`config.mk`:
```
export PLATFORM = sky130hd
export DESIGN_NAME = btb_update_engine
export DESIGN_NICKNAME = d
export VERILOG_FILES = /design/src/rtl/btb_update_engine_pkg.sv /design/src/rtl/btb_update_engine_fifo.sv /design/src/rtl/btb_update_engine.sv
export SDC_FILE = /design/constraint.sdc
export NUM_CORES = 1
export LEC_CHECK = 0
export ABC_AREA = 1
export ABC_CLOCK_PERIOD_IN_PS = 4500
export CAP_MARGIN = 20
export CORE_MARGIN = 2
export CORE_UTILIZATION = 25
export DETAILED_ROUTE_END_ITERATION = 12
export HOLD_SLACK_MARGIN = 0.08
export SYNTH_ARGS = -nofsm -noshare
export SYNTH_HDL_FRONTEND = slang
export SYNTH_SLANG_ARGS = --single-unit
```
`constraint.sdc`:
```
create_clock -name Clk -period 4.5 [get_ports Clk]
set_input_delay 0.9 -clock Clk [delete_from_list [all_inputs] [get_ports Clk]]
set_output_delay 0.9 -clock Clk [all_outputs]
set_load 0.01 [all_outputs]
```
`src/rtl/btb_update_engine_pkg.sv`:
```
// Shared encodings for the BTB write-side update engine: 2-bit counter states,
// per-event action codes and the saturating counter step.
package btb_update_engine_pkg;

  localparam logic [1:0] SNT = 2'b00;
  localparam logic [1:0] WNT = 2'b01;
  localparam logic [1:0] WT  = 2'b10;
  localparam logic [1:0] ST  = 2'b11;

  typedef enum logic [1:0] {
    ACT_UPDATE  = 2'b00,
    ACT_ALLOC   = 2'b01,
    ACT_DISCARD = 2'b10
  } btb_act_e;

  function automatic logic [1:0] sat2(input logic [1:0] state, input logic taken);
    logic [1:0] nextState;
    nextState = state;
    if (taken && state != ST) begin
      nextState = state + 2'b01;
    end else if (!taken && state != SNT) begin
      nextState = state - 2'b01;
    end
    return nextState;
  endfunction

endpackage

```
`src/rtl/btb_update_engine_fifo.sv`:
```
// Resolution FIFO: DEPTH entries of packed branch events, wrapping pointers and an
// occupancy count. The head is read asynchronously so a fresh push is visible next cycle.
module btb_upd_fifo #(
  parameter int W     = 68,
  parameter int DEPTH = 4
) (
  input  logic                       Clk,
  input  logic                       Rst,
  input  logic                       push,
  input  logic                       pop,
  input  logic [W-1:0]               pushData,
  output logic [W-1:0]               headData,
  output logic [$clog2(DEPTH+1)-1:0] count
);

  localparam int PW = $clog2(DEPTH);
  localparam int CW = $clog2(DEPTH + 1);

  logic [W-1:0]  mem [DEPTH];
  logic [PW-1:0] wrPtr;
  logic [PW-1:0] rdPtr;

  // Power-of-two depth lets the pointers wrap by plain overflow.
  always_ff @(posedge Clk or negedge Rst) begin
    if (!Rst) begin
      wrPtr <= '0;
      rdPtr <= '0;
      count <= '0;
    end else begin
      if (push) begin
        wrPtr <= wrPtr + 1'b1;
      end
      if (pop) begin
        rdPtr <= rdPtr + 1'b1;
      end
      case ({push, pop})
        2'b10:   count <= count + CW'(1);
        2'b01:   count <= count - CW'(1);
        default: count <= count;
      endcase
    end
  end

  always_ff @(posedge Clk) begin
    if (push) begin
      mem[wrPtr] <= pushData;
    end
  end

  assign headData = mem[rdPtr];

endmodule

```
`src/rtl/btb_update_engine.sv`:
```
// BTB update engine: queues branch resolutions, decides allocate/update/discard for the
// head event, computes the new 2-bit counter and drains one write per granted cycle.
module btb_update_engine
  import btb_update_engine_pkg::*;
#(
  parameter int         ADDR_W   = 32,
  parameter int         DEPTH    = 4,
  parameter logic [1:0] CNT_INIT = 2'b10,
  parameter int         DROP_W   = 16
) (
  input  logic                       Clk,
  input  logic                       Rst,
  input  logic                       res_valid,
  input  logic [ADDR_W-1:0]          res_pc,
  input  logic [ADDR_W-1:0]          res_target,
  input  logic                       res_taken,
  input  logic                       res_hit,
  input  logic [1:0]                 res_state,
  output logic                       res_ready,
  input  logic                       wr_grant,
  output logic                       we,
  output logic [ADDR_W-1:0]          wr_pc,
  output logic [ADDR_W-1:0]          wr_target,
  output logic [1:0]                 wr_state,
  output logic                       wr_alloc,
  output logic [$clog2(DEPTH+1)-1:0] fifo_count,
  output logic [DROP_W-1:0]          drop_cnt
);

  localparam int EW = 2 * ADDR_W + 4;
  localparam int CW = $clog2(DEPTH + 1);

  logic [EW-1:0]     pushData;
  logic [EW-1:0]     headData;
  logic              push;
  logic              pop;
  logic              empty;
  logic [ADDR_W-1:0] headPc;
  logic [ADDR_W-1:0] headTarget;
  logic              headTaken;
  logic              headHit;
  logic [1:0]        headState;
  btb_act_e          action;
  logic              fwd;
  logic [1:0]        baseState;
  logic              granted;

  logic              lastValid;
  logic [ADDR_W-1:0] lastPc;
  logic [1:0]        lastState;

  assign res_ready = (fifo_count != CW'(DEPTH));
  assign empty     = (fifo_count == '0);
  assign push      = res_valid && res_ready;
  assign pushData  = {res_pc, res_target, res_taken, res_hit, res_state};

  assign {headPc, headTarget, headTaken, headHit, headState} = headData;

  btb_upd_fifo #(
    .W     (EW),
    .DEPTH (DEPTH)
  ) uFifo (
    .Clk      (Clk),
    .Rst      (Rst),
    .push     (push),
    .pop      (pop),
    .pushData (pushData),
    .headData (headData),
    .count    (fifo_count)
  );

  always_comb begin
    action    = ACT_DISCARD;
    fwd       = lastValid && (headPc == lastPc);
    baseState = fwd ? lastState : headState;
    we        = 1'b0;
    wr_pc     = '0;
    wr_target = '0;
    wr_state  = SNT;
    wr_alloc  = 1'b0;
    if (headHit) begin
      action = ACT_UPDATE;
    end else if (headTaken) begin
      action = ACT_ALLOC;
    end
    if (!empty && action != ACT_DISCARD) begin
      we        = 1'b1;
      wr_pc     = headPc;
      wr_target = headTarget;
      wr_alloc  = (action == ACT_ALLOC);
      wr_state  = (action == ACT_ALLOC) ? CNT_INIT : sat2(baseState, headTaken);
    end
  end

  assign granted = we && wr_grant;
  // Discards retire on their own; they never need the write port.
  assign pop     = granted || (!empty && action == ACT_DISCARD);

  // Remember the last committed write so a queued hit to the same PC does not
  // update from the stale counter it saw at fetch.
  always_ff @(posedge Clk or negedge Rst) begin
    if (!Rst) begin
      lastValid <= 1'b0;
      lastPc    <= '0;
      lastState <= SNT;
    end else if (granted) begin
      lastValid <= 1'b1;
      lastPc    <= wr_pc;
      lastState <= wr_state;
    end
  end

  always_ff @(posedge Clk or negedge Rst) begin
    if (!Rst) begin
      drop_cnt <= '0;
    end else if (res_valid && !res_ready && drop_cnt != '1) begin
      drop_cnt <= drop_cnt + 1'b1;
    end
  end

endmodule

```
# Word level (Yosys, flattened, before mapping)
# Memory sizes are Yosys's and may differ from the RTL's.
# Cells that the tools add are included.
dict set report totals {
  in_bits 72
  n_memories 1
  regBits 58
  out_inout_bits 88
  mem_bits_rw 272
}
# memory depth word_bits rd rd_clocked_by_memory_dff write_ports line_no
set memory_table {}
lappend memory_table {uFifo.mem 4 68 1 0 1 btb_update_engine_fifo.sv:19} ;# logic [W-1:0] mem [DEPTH];
dict set report classes {
  mux 14
  n_addsub 7
  n_reduce_logical 16
  n_eq_ne 9
}
# op count
set op_table {}
lappend op_table {{32-bit 2-to-1 mux} 2}
lappend op_table {{32-bit equality test} 1}
lappend op_table {{16-bit by 1-bit adder with 16-bit output (second input constant)} 1}
lappend op_table {{16-bit inequality test (second input constant)} 1}
lappend op_table {{2-bit 2-to-1 mux} 7}
lappend op_table {{1-bit logical AND} 9}
lappend op_table {{2-bit by 1-bit adder with 2-bit output (second input constant)} 3}
lappend op_table {{3-bit case mux with 2 select lines} 1}
lappend op_table {{2-bit by 1-bit equality test with 1-bit output (second input constant)} 2}
lappend op_table {{2-bit equality test (second input constant)} 2}
lappend op_table {{1-bit 2-to-1 mux} 4}
lappend op_table {{2-bit inequality test (second input constant)} 2}
lappend op_table {{2-bit nonzero test} 2}
lappend op_table {{3-bit by 1-bit adder with 3-bit output (second input constant)} 1}
lappend op_table {{1-bit zero test} 3}
lappend op_table {{3-bit zero test} 1}
lappend op_table {{3-bit inequality test (second input constant)} 1}
lappend op_table {{3-bit by 1-bit subtractor with 3-bit output (second input constant)} 1}
lappend op_table {{2-bit by 1-bit subtractor with 2-bit output (second input constant)} 1}
lappend op_table {{1-bit logical OR} 1}

# Logic depth before layout (Yosys ltp)
# An unclocked memory read counts as a cell.
dict set report logic_depth {
  ltp_word 10
  depth_mapped 19
  mapped_depth_nobuf 17
}

# Hierarchy
# A second synthesis with hierarchy kept.
dict set report unflattened {
  cells_unflattened 1459
  area_unflattened_um2 14533.9
}
# module instances cells_each area_per_inst_um2
set by_module_without_submodules {}
lappend by_module_without_submodules {btb_upd_fifo 1 973 11334.6}
lappend by_module_without_submodules {btb_update_engine 1 486 3199.3}

# Least setup slack after synthesis
# OpenSTA, ideal clock, no wires.
dict set report synth_path {
  kind {input port to flip-flop}
  from {input port res_valid}
  to {memory uFifo.mem[0][0], enable pin}
  setup_ns 0.495
  arrival_time_ns 3.923
  path_slack_ns 0.082
  stages 2
  t_required_ns 4.005
  cell_sequence {nand2_1 > nor2_1}
}
dict set report synth_between {
  elab_chain_cells 3
}
# item line_no
set synth_rtl {}
lappend synth_rtl {{start, declared} btb_update_engine.sv:13} ;# input logic res_valid,
lappend synth_rtl {{1-bit logical AND} btb_update_engine.sv:54} ;# assign push = res_valid && res_ready;
lappend synth_rtl {{1-bit 2-to-1 mux} btb_update_engine_fifo.sv:45} ;# if (push) begin
lappend synth_rtl {{1-bit 2-to-1 mux (implied by the code)} btb_update_engine_fifo.sv:46} ;# mem[wrPtr] <= pushData;
lappend synth_rtl {{end, declared} btb_update_engine_fifo.sv:19}
# Every way passes these cells.

# Worst setup path in the final report
dict set report layout_path {
  from {register uFifo.rdPtr[1]}
  to {output port wr_target[17]}
}
dict set report layout_between {
  elab_chain_cells 6
}
# item line_no
set layout_rtl {}
lappend layout_rtl {{start, declared} btb_update_engine_fifo.sv:21} ;# logic [PW-1:0] rdPtr;
lappend layout_rtl {{start signal, assigned} btb_update_engine_fifo.sv:34} ;# rdPtr <= rdPtr + 1'b1;
lappend layout_rtl {{memory read 4 x 68 bit (*)} --}
lappend layout_rtl {{2-bit 2-to-1 mux} btb_update_engine.sv:83} ;# end else if (headTaken) begin
lappend layout_rtl {{2-bit 2-to-1 mux} btb_update_engine.sv:81} ;# if (headHit) begin
lappend layout_rtl {{2-bit inequality test} btb_update_engine.sv:86} ;# if (!empty && action != ACT_DISCARD) begin
lappend layout_rtl {{1-bit logical AND} btb_update_engine.sv:86}
lappend layout_rtl {{32-bit 2-to-1 mux (*)} btb_update_engine.sv:86}
lappend layout_rtl {{end, declared} btb_update_engine.sv:23} ;# output logic [ADDR_W-1:0] wr_target,
# Mark *: on every way between the ends. The rest lies on a longest branch, timed or not.

==> metrics.md <==
| Metric | Value |
|---|---|
| Final Skew | `0.0389 ns` |
| Starting Density | `0.253` |
| ANT nets after route | `0` |
| Peak supply drop | `about 0.40 mV` |
| Run status | `completed` |
| Net Count, Synth | `1267` |
| Reg2Reg Setup Slack | `1.14 ns` |
| Period utilisation layout | `0.972` |
| Final nets | `1434` |
| Ys flop type | `edfxtp_1` |
| Worst-path maximum fanout | `43` |
| Crit path to | `wr_target[17]` |
| Dpl hpwl | `between 20 and 25 mm` |
| Gp weighted congestion | `0.759` |
| Pint | `8170 uW` |
| Setup WS post-layout | `0.127 ns` |
| Layout area overhead | `27.7%` |
| Compound-Gate Fraction of Synth Area | `0.0560` |
| Die ar. | `56200 um^2` |
| Logic pwr share | `0.443` |
| DR pass1 iterations | `4` |
| Max frequency | `229 MHz` |
| Total wire length | `35.4 mm` |
| Worst setup EP type | `primary output` |
| Cell variety after synth | `35` |
| Area of the multi-input gates | `3560 um^2` |
| Pin count of the biggest net entering global routing | `69` |
| Avg WL per Cell | `17.0 um` |
| Routed vias | `9072` |
| Row count | `85` |
| Global-route wire length before repair | `53.1 mm` |
| Grt total ovfl | `0` |
| CTS tree | `done` |
| Synth warn | `0` |
| Crit path DAT | `3.47 ns` |
| 1st-iter DRT viols | `566` |
| Mapped cell area | `13600 um^2` |
| Clock power share | `0.232` |
| Reg2reg path depth | `13` |
| Total Power | `13300 uW` |
| Slew at the pin closest to its max-slew limit | `0.815 ns` |
| MaxCap Viol Count | `0` |
| Die width | `~240 um` |
| Max Root-Sink Buffers | `3` |
| Setup TNS | `0 ns` |
| Gr usage total | `0.125` |
| Max Slew Vio Count | `0` |
| Mux cell area share after synthesis | `0.000829` |
| Final Hold Vio Count | `0` |
| Setup-failing EPs final | `0` |
| Clock tree root buffer cell | `clkbuf_16` |
| Worst hold margin | `0.418 ns` |
| Core Footprint | `53800 um^2` |
| Clock Latency Late Sink | `0.58 ns` |
| Hold WC Path Type | `input pin to async pin` |
| Sw power | `~5100 uW` |
| Mean Syn Cell Area | `11.4 um^2` |
| Sw frac | `0.383` |
| Setup Fix Bufs, Post-CTS | `0` |
| Die height | `237 um` |
| Synth Area in Adders | `0.00700` |
| Register Area | `9620 um^2` |
| I/O Buffers | `159` |
| Total CTS buffers | `38` |
| H-tree depth | `2` |
| Crit path kind | `flip-flop to primary output` |
| Synth Area in Simple Gates | `0.177` |
| Post-synth ARST share | `0.176` |
| FF-to-FF Start | `uFifo.rdPtr[1]$_DFFE_PN0P_` |
| RR Endpoint | `lastPc[3]$_DFFE_PN0P_` |
| Hold-fix buffers, CTS | `0` |
| Final min period | `4.37 ns` |
| Ports | `160` |
| Pre-CTS setup slack | `between 0.6 and 0.7 ns` |
| Type of origin of the critical path | `flip-flop` |
| Initial antenna violation count | `7` |
| Pwr/cell area | `764 nW/um^2` |
| Max_slew headroom | `0.457` |
| Xor/xnor share of the synthesized area | `0.0180` |
| Share of cells above drive strength 1 | `0.0802` |
| Residual DRC | `0` |
| CP required | `3.60 ns` |
| Static Leak | `0.00638 uW` |
| #FFs+latches synth | `330` |
| Vias in the first global route | `around 9000` |
| Reg power frac | `0.325` |
| Largest family of logic cells by synthesized area | `simple AND/OR/NAND/NOR gates` |
| Layout fillers | `approximately 5400` |
| Post-synthesis sequential area ratio | `0.708` |
| Post-Syn Instances | `1188` |
| Via-to-Cell Ratio | `4.36` |
| Number of synthesized flops with an enable pin | `272` |
| RSZ-0062 raised after global routing | `yes` |
| Crit path launch | `uFifo.rdPtr[1]$_DFFE_PN0P_` |
| TritonCTS Sinks | `330` |
| Clock transition at path regs | `around 0.06 ns` |
-- logic make-up (layout without fill, tap and decap cells) --
| family | count (synthesis) | in the layout |
|---|---|---|
| buffers and inverters | 92 | 288 |
| adder cells (fa/ha/maj) | 7 | 7 |
| AO/OA/AOI/OAI | 146 | 146 |
| multiplexers | 1 | 1 |
| AND/OR/NAND/NOR | 584 | 584 |
| XOR/XNOR | 28 | 28 |
| other | 0 | 1 |
| flip-flops | 330 | 330 |
-- worst max-delay path, stage by stage (launching register included) --
cell and delay [ns]:
dfrtp_2 0.43, inv_4 0.17, buf_12 0.22, a21oi_1 0.06
a32oi_1 0.22, inv_1 0.13, nand2_1 0.12, inv_2 0.04
nor2_2 0.12, inv_2 0.05, buf_4 0.30, a21oi_1 0.36
clkdlybuf4s50_1 0.61
-- synth_stat cells, types with 12 or more instances --
master | instances | share of area
a21oi_1 | 38 | 0.014
edfxtp_1 | 272 | 0.60
nor2_1 | 197 | 0.054
clkbuf_1 | 31 | 0.0086
xor2_1 | 16 | 0.010
o21ai_0 | 95 | 0.035
buf_6 | 13 | 0.011
nand3_1 | 87 | 0.032
xnor2_1 | 12 | 0.0077
nand2_1 | 271 | 0.075
inv_1 | 29 | 0.0080
nand3b_1 | 12 | 0.0066
dfrtp_1 | 58 | 0.11
-- sequential cells by signal (all words and copies together), names as in the netlist --
name / count
lastPc: 32
uFifo.wrPtr: 2
uFifo.mem: 272
lastValid: 1
uFifo.rdPtr: 2
drop_cnt: 16
uFifo.count: 3
lastState: 2
-- power by group through the flow --
| stage | Clock, uW | Sequential [uW] | Combinational (uW) |
|---|---|---|---|
| floorplan | 0 | 4360 | 3220 |
| global placement | 0 | 4330 | 5840 |
| detailed placement | 0 | 4350 | 5900 |
| CTS | 3180 | 4300 | 5930 |
| global route | 3280 | 4360 | 6490 |
| finish | 3080 | 4300 | 5870 |
-- worst min-delay path by stage --
stage	to	slack [ns]	cells past startpoint
2_1_floorplan	lastValid$_DFFE_PN0P_	0.44	1
3_3_place_gp	lastValid$_DFFE_PN0P_	0.45	1
3_5_place_dp	lastValid$_DFFE_PN0P_	0.46	1
4_1_cts	lastPc[19]$_DFFE_PN0P_	0.42	1
5_1_grt	lastPc[22]$_DFFE_PN0P_	0.46	1
6_report	lastPc[22]$_DFFE_PN0P_	0.42	1
-- layout by cell type, fill, tap and decap left out, types with 2 or more instances in the layout --
master,instances
clkinvlp_4,4
clkinv_1,2
clkbuf_16,39
buf_4,15
o21ai_0,95
inv_2,4
ha_1,6
nand3_2,3
nor3_1,4
inv_1,29
clkinv_8,2
buf_12,6
dfrtp_1,56
or2_2,2
buf_6,2
clkbuf_1,11
nand2_1,271
o21ai_1,6
nor2_1,189
edfxtp_1,272
nor2_2,6
nor2_4,5
clkinv_2,2
dlymetal6s2s_1,2
nand3_1,87
nand3b_1,12
clkbuf_8,4
clkdlybuf4s50_1,156
inv_4,2
bufinv_16,3
xor2_1,16
nand4_1,4
xnor2_1,12
a21oi_1,36
a21oi_2,3
-- metal layers --
layer  up-vias  GRT usage  wire length [um]
li1       4409          -                 -
met1      4352      0.165             15900
met2       237      0.198             16200
met3        64     0.0382              2460
met4        10     0.0360               819
met5         -          0                62
-- cell type report --
cell class,instances,area share
repair buffers,184,0.109
clock buffers,53,0.0603
diodes,1,0.000144
multi-input cells,766,0.205
well taps,696,0.0502
inverters,35,0.00786
flip-flops and latches,330,0.554
clock inverters,16,0.0125
-- repair_timing --
action,4_1_cts,5_1_grt
setup endpoints to repair,3,6
gates resized for setup,1,11
cloned,0,1
-- stage by stage --
step           instances  area [um^2]   util
5_1_grt             2081        17400  0.323
6_report            2081        17400  0.323
2_1_floorplan       1188        13600      -
3_5_place_dp        2010        16000  0.298
4_1_cts             2079        17300  0.321
3_3_place_gp        2010        16000  0.298
Note: power is estimated with default switching activity, not from simulation.
